File: config.mk
export PLATFORM = sky130hd
export DESIGN_NAME = fifo_singleport_banked
export DESIGN_NICKNAME = d
export VERILOG_FILES = /design/src/rtl/fifo_singleport_banked.sv
export SDC_FILE = /design/constraint.sdc
export NUM_CORES = 1
export LEC_CHECK = 0
export CAP_MARGIN = 15
export CORE_ASPECT_RATIO = 0.9
export CORE_UTILIZATION = 30
export DETAILED_ROUTE_END_ITERATION = 16
export PLACE_DENSITY = 0.44
export SYNTH_ARGS = -nofsm -noshare
export SYNTH_HDL_FRONTEND = slang
export SYNTH_SLANG_ARGS = --single-unit
File: constraint.sdc
create_clock -name clk_i -period 2.66 [get_ports clk_i]
set_input_delay 0.665 -clock clk_i [delete_from_list [all_inputs] [get_ports clk_i]]
set_output_delay 0.665 -clock clk_i [all_outputs]
set_load 0.02 [all_outputs]
File: src/rtl/fifo_singleport_banked.sv
// fifo_singleport_banked: FIFO spread round-robin over N_BANKS single-port
// SRAM banks. Each bank has a 2-entry prefetch buffer in front of it, so a
// push and a pop can both happen every cycle even though every bank has only
// one port. Includes valid/ready handshakes, an occupancy count and
// almost-full / almost-empty flags.
// N_BANKS and DEPTH/N_BANKS must both be powers of two and at least 2.
module fifo_singleport_banked #(
    parameter int WIDTH     = 8,
    parameter int DEPTH     = 16,
    parameter int N_BANKS   = 2,
    parameter int AF_THRESH = DEPTH - 2,
    parameter int AE_THRESH = 2
) (
    input  logic                       clk_i,
    input  logic                       rst_i,
    input  logic                       wr_valid_i,
    output logic                       wr_ready_o,
    input  logic [WIDTH-1:0]           data_i,
    output logic                       rd_valid_o,
    input  logic                       rd_ready_i,
    output logic [WIDTH-1:0]           data_o,
    output logic [$clog2(DEPTH+1)-1:0] count_o,
    output logic                       almost_full_o,
    output logic                       almost_empty_o
);

    localparam int BANK_DEPTH = DEPTH / N_BANKS;
    localparam int SELW       = $clog2(N_BANKS);
    localparam int PW         = $clog2(BANK_DEPTH);
    localparam int SCW        = $clog2(BANK_DEPTH + 1);
    localparam int CW         = $clog2(DEPTH + 1);

    localparam logic [CW-1:0] DEPTH_C = CW'(DEPTH);
    localparam logic [CW-1:0] AF_C    = CW'(AF_THRESH);
    localparam logic [CW-1:0] AE_C    = CW'(AE_THRESH);

    logic [SELW-1:0]  wrSel_q, wrSel_d;
    logic [SELW-1:0]  rdSel_q, rdSel_d;
    logic [CW-1:0]    count_q, count_d;
    logic             push;
    logic             pop;
    logic [N_BANKS-1:0] bankValid;
    logic [WIDTH-1:0] bankHead [N_BANKS];

    // Accepting a write depends only on the registered count, never on a
    // same-cycle pop, so a full FIFO refuses a write even while it is read.
    assign wr_ready_o     = (count_q < DEPTH_C);
    assign push           = wr_valid_i & wr_ready_o;
    assign rd_valid_o     = bankValid[rdSel_q];
    assign pop            = rd_valid_o & rd_ready_i;
    assign data_o         = rd_valid_o ? bankHead[rdSel_q] : '0;
    assign count_o        = count_q;
    assign almost_full_o  = (count_q >= AF_C);
    assign almost_empty_o = (count_q <= AE_C);

    // Next-state for the bank selectors and occupancy count.
    always_comb begin
        wrSel_d = wrSel_q;
        rdSel_d = rdSel_q;
        count_d = count_q;
        if (push) begin
            wrSel_d = wrSel_q + 1'b1;
        end
        if (pop) begin
            rdSel_d = rdSel_q + 1'b1;
        end
        case ({push, pop})
            2'b10:   count_d = count_q + 1'b1;
            2'b01:   count_d = count_q - 1'b1;
            default: count_d = count_q;
        endcase
    end

    // Selector and count registers, cleared by synchronous reset.
    always_ff @(posedge clk_i) begin
        if (rst_i) begin
            wrSel_q <= '0;
            rdSel_q <= '0;
            count_q <= '0;
        end else begin
            wrSel_q <= wrSel_d;
            rdSel_q <= rdSel_d;
            count_q <= count_d;
        end
    end

    for (genvar i = 0; i < N_BANKS; i++) begin : gBank
        localparam logic [SELW-1:0] BANK_ID = SELW'(i);

        logic [WIDTH-1:0] mem [BANK_DEPTH];
        logic [WIDTH-1:0] sramRdata_q;
        logic [PW-1:0]    wrPtr_q, wrPtr_d;
        logic [PW-1:0]    rdPtr_q, rdPtr_d;
        logic [PW-1:0]    sramAddr;
        logic [SCW-1:0]   sramCnt_q, sramCnt_d;
        logic             inflight_q;
        logic [WIDTH-1:0] bufData_q [2];
        logic             bufHead_q, bufHead_d;
        logic [1:0]       bufOcc_q, bufOcc_d;
        logic             bankPush;
        logic             bankPop;
        logic             slotFree;
        logic             bypass;
        logic             sramWrite;
        logic             readIssue;
        logic             bufWrite;
        logic             bufWrIdx;
        logic [WIDTH-1:0] bufWrData;

        assign bankPush = push & (wrSel_q == BANK_ID);
        assign bankPop  = pop & (rdSel_q == BANK_ID);

        // A buffer slot is free only if the entries already held plus any
        // SRAM read still returning leave room; a pop this cycle gives no
        // credit until next cycle.
        assign slotFree = (bufOcc_q == 2'd0) || ((bufOcc_q == 2'd1) && !inflight_q);

        // Bypassing is only allowed with nothing older in the SRAM or in
        // flight, which keeps the per-bank order intact and guarantees a
        // bypass never lands in the same cycle as an SRAM return.
        assign bypass    = bankPush && (sramCnt_q == '0) && !inflight_q && slotFree;
        assign sramWrite = bankPush && !bypass;
        assign readIssue = (sramCnt_q != '0) && slotFree && !bankPush;
        assign sramAddr  = sramWrite ? wrPtr_q : rdPtr_q;

        assign bufWrite  = bypass || inflight_q;
        assign bufWrData = bypass ? data_i : sramRdata_q;
        assign bufWrIdx  = bufHead_q ^ bufOcc_q[0];

        assign bankValid[i] = (bufOcc_q != 2'd0);
        assign bankHead[i]  = bufData_q[bufHead_q];

        // Single-port SRAM: one access per cycle, writes win over reads.
        // Contents survive reset; only the bookkeeping is cleared.
        always_ff @(posedge clk_i) begin
            if (sramWrite) begin
                mem[sramAddr] <= data_i;
            end else if (readIssue) begin
                sramRdata_q <= mem[sramAddr];
            end
        end

        // Next-state for the bank pointers, SRAM fill level and buffer.
        always_comb begin
            wrPtr_d   = wrPtr_q;
            rdPtr_d   = rdPtr_q;
            sramCnt_d = sramCnt_q;
            bufHead_d = bufHead_q;
            bufOcc_d  = bufOcc_q;
            if (sramWrite) begin
                wrPtr_d   = wrPtr_q + 1'b1;
                sramCnt_d = sramCnt_q + 1'b1;
            end
            if (readIssue) begin
                rdPtr_d   = rdPtr_q + 1'b1;
                sramCnt_d = sramCnt_q - 1'b1;
            end
            if (bankPop) begin
                bufHead_d = ~bufHead_q;
            end
            bufOcc_d = bufOcc_q + {1'b0, bufWrite} - {1'b0, bankPop};
        end

        // Per-bank state registers and prefetch buffer storage.
        always_ff @(posedge clk_i) begin
            if (rst_i) begin
                wrPtr_q      <= '0;
                rdPtr_q      <= '0;
                sramCnt_q    <= '0;
                inflight_q   <= 1'b0;
                bufHead_q    <= 1'b0;
                bufOcc_q     <= 2'd0;
                bufData_q[0] <= '0;
                bufData_q[1] <= '0;
            end else begin
                wrPtr_q    <= wrPtr_d;
                rdPtr_q    <= rdPtr_d;
                sramCnt_q  <= sramCnt_d;
                inflight_q <= readIssue;
                bufHead_q  <= bufHead_d;
                bufOcc_q   <= bufOcc_d;
                if (bufWrite) begin
                    bufData_q[bufWrIdx] <= bufWrData;
                end
            end
        end
    end

endmodule

==> impl_metrics.tcl <==
set metrics [dict create \
    status "complete, no violations" \
    cap_violations 0 \
    final_cells 1240 \
    drive_gt1_frac 0.1852 \
    synth_top_area_frac 0.5774 \
    cts_buffers 24 \
    vias 5756 \
    r2r_start "rdSel_q" \
    cts_tree "done" \
    overflow 0 \
    grt_pass1_wl_um 32970 \
    port_buffers 28 \
    critical_path.cell_chain "or3b_4 > nand2_4 > inv_2 > nand2_1 > inv_1 > ha_2 > ha_4 > nor3_2 > a21oi_1 > o21ai_1 > a211oi_1 > or4_1 > o2111ai_1" \
    chipWidth_um 186.1 \
    final_cell_mix "edfxtp_1 (176), nand2_1 (91), buf_4 (85), nor2_1 (75), mux2i_1 (46)" \
    htreeDepth 1 \
    final_common_cell "edfxtp_1" \
    finClkSkew_ps 13.22 \
    dpl_cell_area_sq_um 10550 \
    drt-wirelength-per-cell_um 16.79 \
    syn_area_per_cell_sq_um 12.98 \
    start_kind "flop" \
    hp-class "in2reg" \
    yosysWarnings 0 \
    synthCells 705 \
    p_per_area_nw_per_um2 1070 \
    clock_latency_ps 510 \
    power.share.clock 0.260 \
    grt_pass1_vias 5868 \
    crit_fanout 4 \
    p_int_mw 8.214 \
    rows 60 \
    timing.fmax_mhz 388.2 \
    worstMarginPinSlew_ps 1083 \
    grt_max_degree 31 \
    fin_crit_ps 2576 \
    ctsHoldBuffers 0 \
    hold_violations 0 \
    core_sq_um 29950 \
    clkTransAtPathRegs_ps 60 \
    diodes 0 \
    syn-num-nets 734 \
    dieArea_sq_um 31210 \
    syn_area_sq_um 9153 \
    required_ps 3080 \
    ys_seq_area_frac 0.6584 \
    cp_num_buf_inv 2 \
    wl_um 20810 \
    arrival_ps 3000 \
    die_h_um 167.7 \
    crit_slowest_cell "or4_1" \
    ioPinCount 29 \
    cts_sinks 213 \
    crit_family "simple AND/OR/NAND/NOR gates" \
    synth-edff-count 176 \
    totalPowerFinal_mw 12.14 \
    ys_seq_elements 213 \
    fillers 2840 \
    drt-vias-per-instance 4.642 \
    drc 0 \
    setup_tns_ps 0 \
    fin_nets 848 \
    switching_share 0.3235 \
    crit_path_start "rdSel_q" \
    root_buffer "clkbuf_16" \
    first_pass_iters 4 \
    min_from "rst_i" \
    p_leak_nw 4.194 \
    ys.flop_type "edfxtp_1" \
    async_flop_share 0 \
    finalSetupViolCount 0 \
    comb_power_share 0.356 \
    power_switching_mw 3.927 \
    max_stage_delay_ps 480 \
    p_seq_frac 0.384 \
    grt_usage 0.1374 \
    cts_max_path_buffers 3 \
    period_share 0.9684 \
    antenna_found_initial 0 \
    gp_congestion 0.7803 \
    synth_cell_types 50 \
    start_util 0.3056 \
    design_area_sq_um 11350 \
    synth_top_area_cell "edfxtp_1" \
    placed_cells 1196 \
    dp.final_hpwl_um 14690 \
    synth_area_leaders "edfxtp_1 (58%), dfxtp_1 (8.1%), mux2i_1 (5.0%), nand2_1 (3.8%), nor2_1 (3.1%)" \
    area_growth_pct 23.96 \
    ir_drop_uv 494.7 \
    rsz0062_at_grt "true" \
    endpoint_kind "flop" \
    worstSetupPathType "reg2reg" \
    max_slew_margin 0.2720 \
    maxSlewViolCount 0 \
    postRouteAntennaNets 0 \
    initialDrtViolationCount 440 \
]
==> layer usage <==
layer	routed length, um	global-route usage	vias up
met2	9644	0.2201	115
met5	0	0	-
li1	-	-	2838
met1	9912	0.1919	2774
met3	849	0.02349	29
met4	408	0.03350	0
==> logic make-up after synthesis <==
logic type | share of synthesized area
simple gates | 0.1183
flops | 0.6584
compound gates | 0.09569
mux | 0.05277
buf+inv | 0.02515
xor+xnor | 0.02488
fa+ha+maj | 0.02488
==> flip-flops by register name (all words and copies together) (netlist names), named ones only <==
name and flops:
gBank.bufData_q 32, gBank.mem 128, gBank.bufOcc_q 4, gBank.sramCnt_q 8
gBank.rdPtr_q 6, gBank.wrPtr_q 6, wrSel_q 1, rdSel_q 1
gBank.inflight_q 2, gBank.sramRdata_q 16, gBank.bufHead_q 2, count_o 5
==> cells in the mapped netlist (all sizes together) (15+ instances only) <==
cell / n
dfxtp: 37
xnor2: 16
ha: 15
nor2: 75
a21oi: 31
buf: 20
a211oi: 19
edfxtp: 176
mux2i: 46
a21o: 18
a32o: 16
nand2: 92
a311oi: 16
==> path summary, 6_finish.rpt <==
| path | end | slack [ps] | cells after the start |
|---|---|---|---|
| worst max register to register | count_o[4] | 80 | 13 |
| worst max-delay path | count_o[4] | 80 | 13 |
| worst min register to register | gBank[1].sramCnt_q[2] | 490 | 2 |
| worst min-delay path | flop | 450 | 2 |
==> per-stage QoR <==
step / hold WS (ps) / util / setup slack [ps]
floorplan: 455.2 / - / 13.56
global placement: 468.0 / 0.3522 / -530.8
detailed placement: 480.0 / 0.3522 / -557.3
CTS: 443.8 / 0.3780 / 1.266
global route: 459.9 / 0.3788 / -32.96
finish: 454.9 / 0.3788 / 84.16
==> repair_timing <==
| action | in CTS | in global routing |
|---|---|---|
| resized for setup | 16 | 7 |
| pin swaps | 0 | 0 |
| buffers inserted | 0 | 0 |
| setup endpoints to repair | 14 | 11 |
==> final cells by class <==
| type | instances | area, sq um | area share |
|---|---|---|---|
| Sequential cell | 213 | 6028 | 0.5313 |
| Multi-Input combinational cell | 446 | 2960 | 0.2609 |
| Timing Repair Buffer | 120 | 1042 | 0.09186 |
| Clock buffer | 32 | 651.9 | 0.05745 |
| Tap cell | 403 | 504.2 | 0.04444 |
| Clock inverter | 12 | 106.4 | 0.009374 |
| Inverter | 14 | 52.55 | 0.004632 |
==> worst reg2reg max path, stage by stage (launching register included) <==
cell	delay [ps]
dfxtp_1	360
or3b_4	410
nand2_4	70
inv_2	30
nand2_1	90
inv_1	50
ha_2	220
ha_4	240
nor3_2	170
a21oi_1	60
o21ai_1	110
a211oi_1	110
or4_1	480
o2111ai_1	90
==> power by group through the flow <==
stage	sequential, mW	clock, mW	combinational (mW)
after global routing	4.72	3.41	4.76
after detailed placement	4.71	0	4.36
after floorplan	4.60	0	2.66
after global placement	4.72	0	4.26
after CTS	4.65	3.27	4.35
final	4.66	3.16	4.33
No activity file was read; power rests on OpenSTA's default activity.
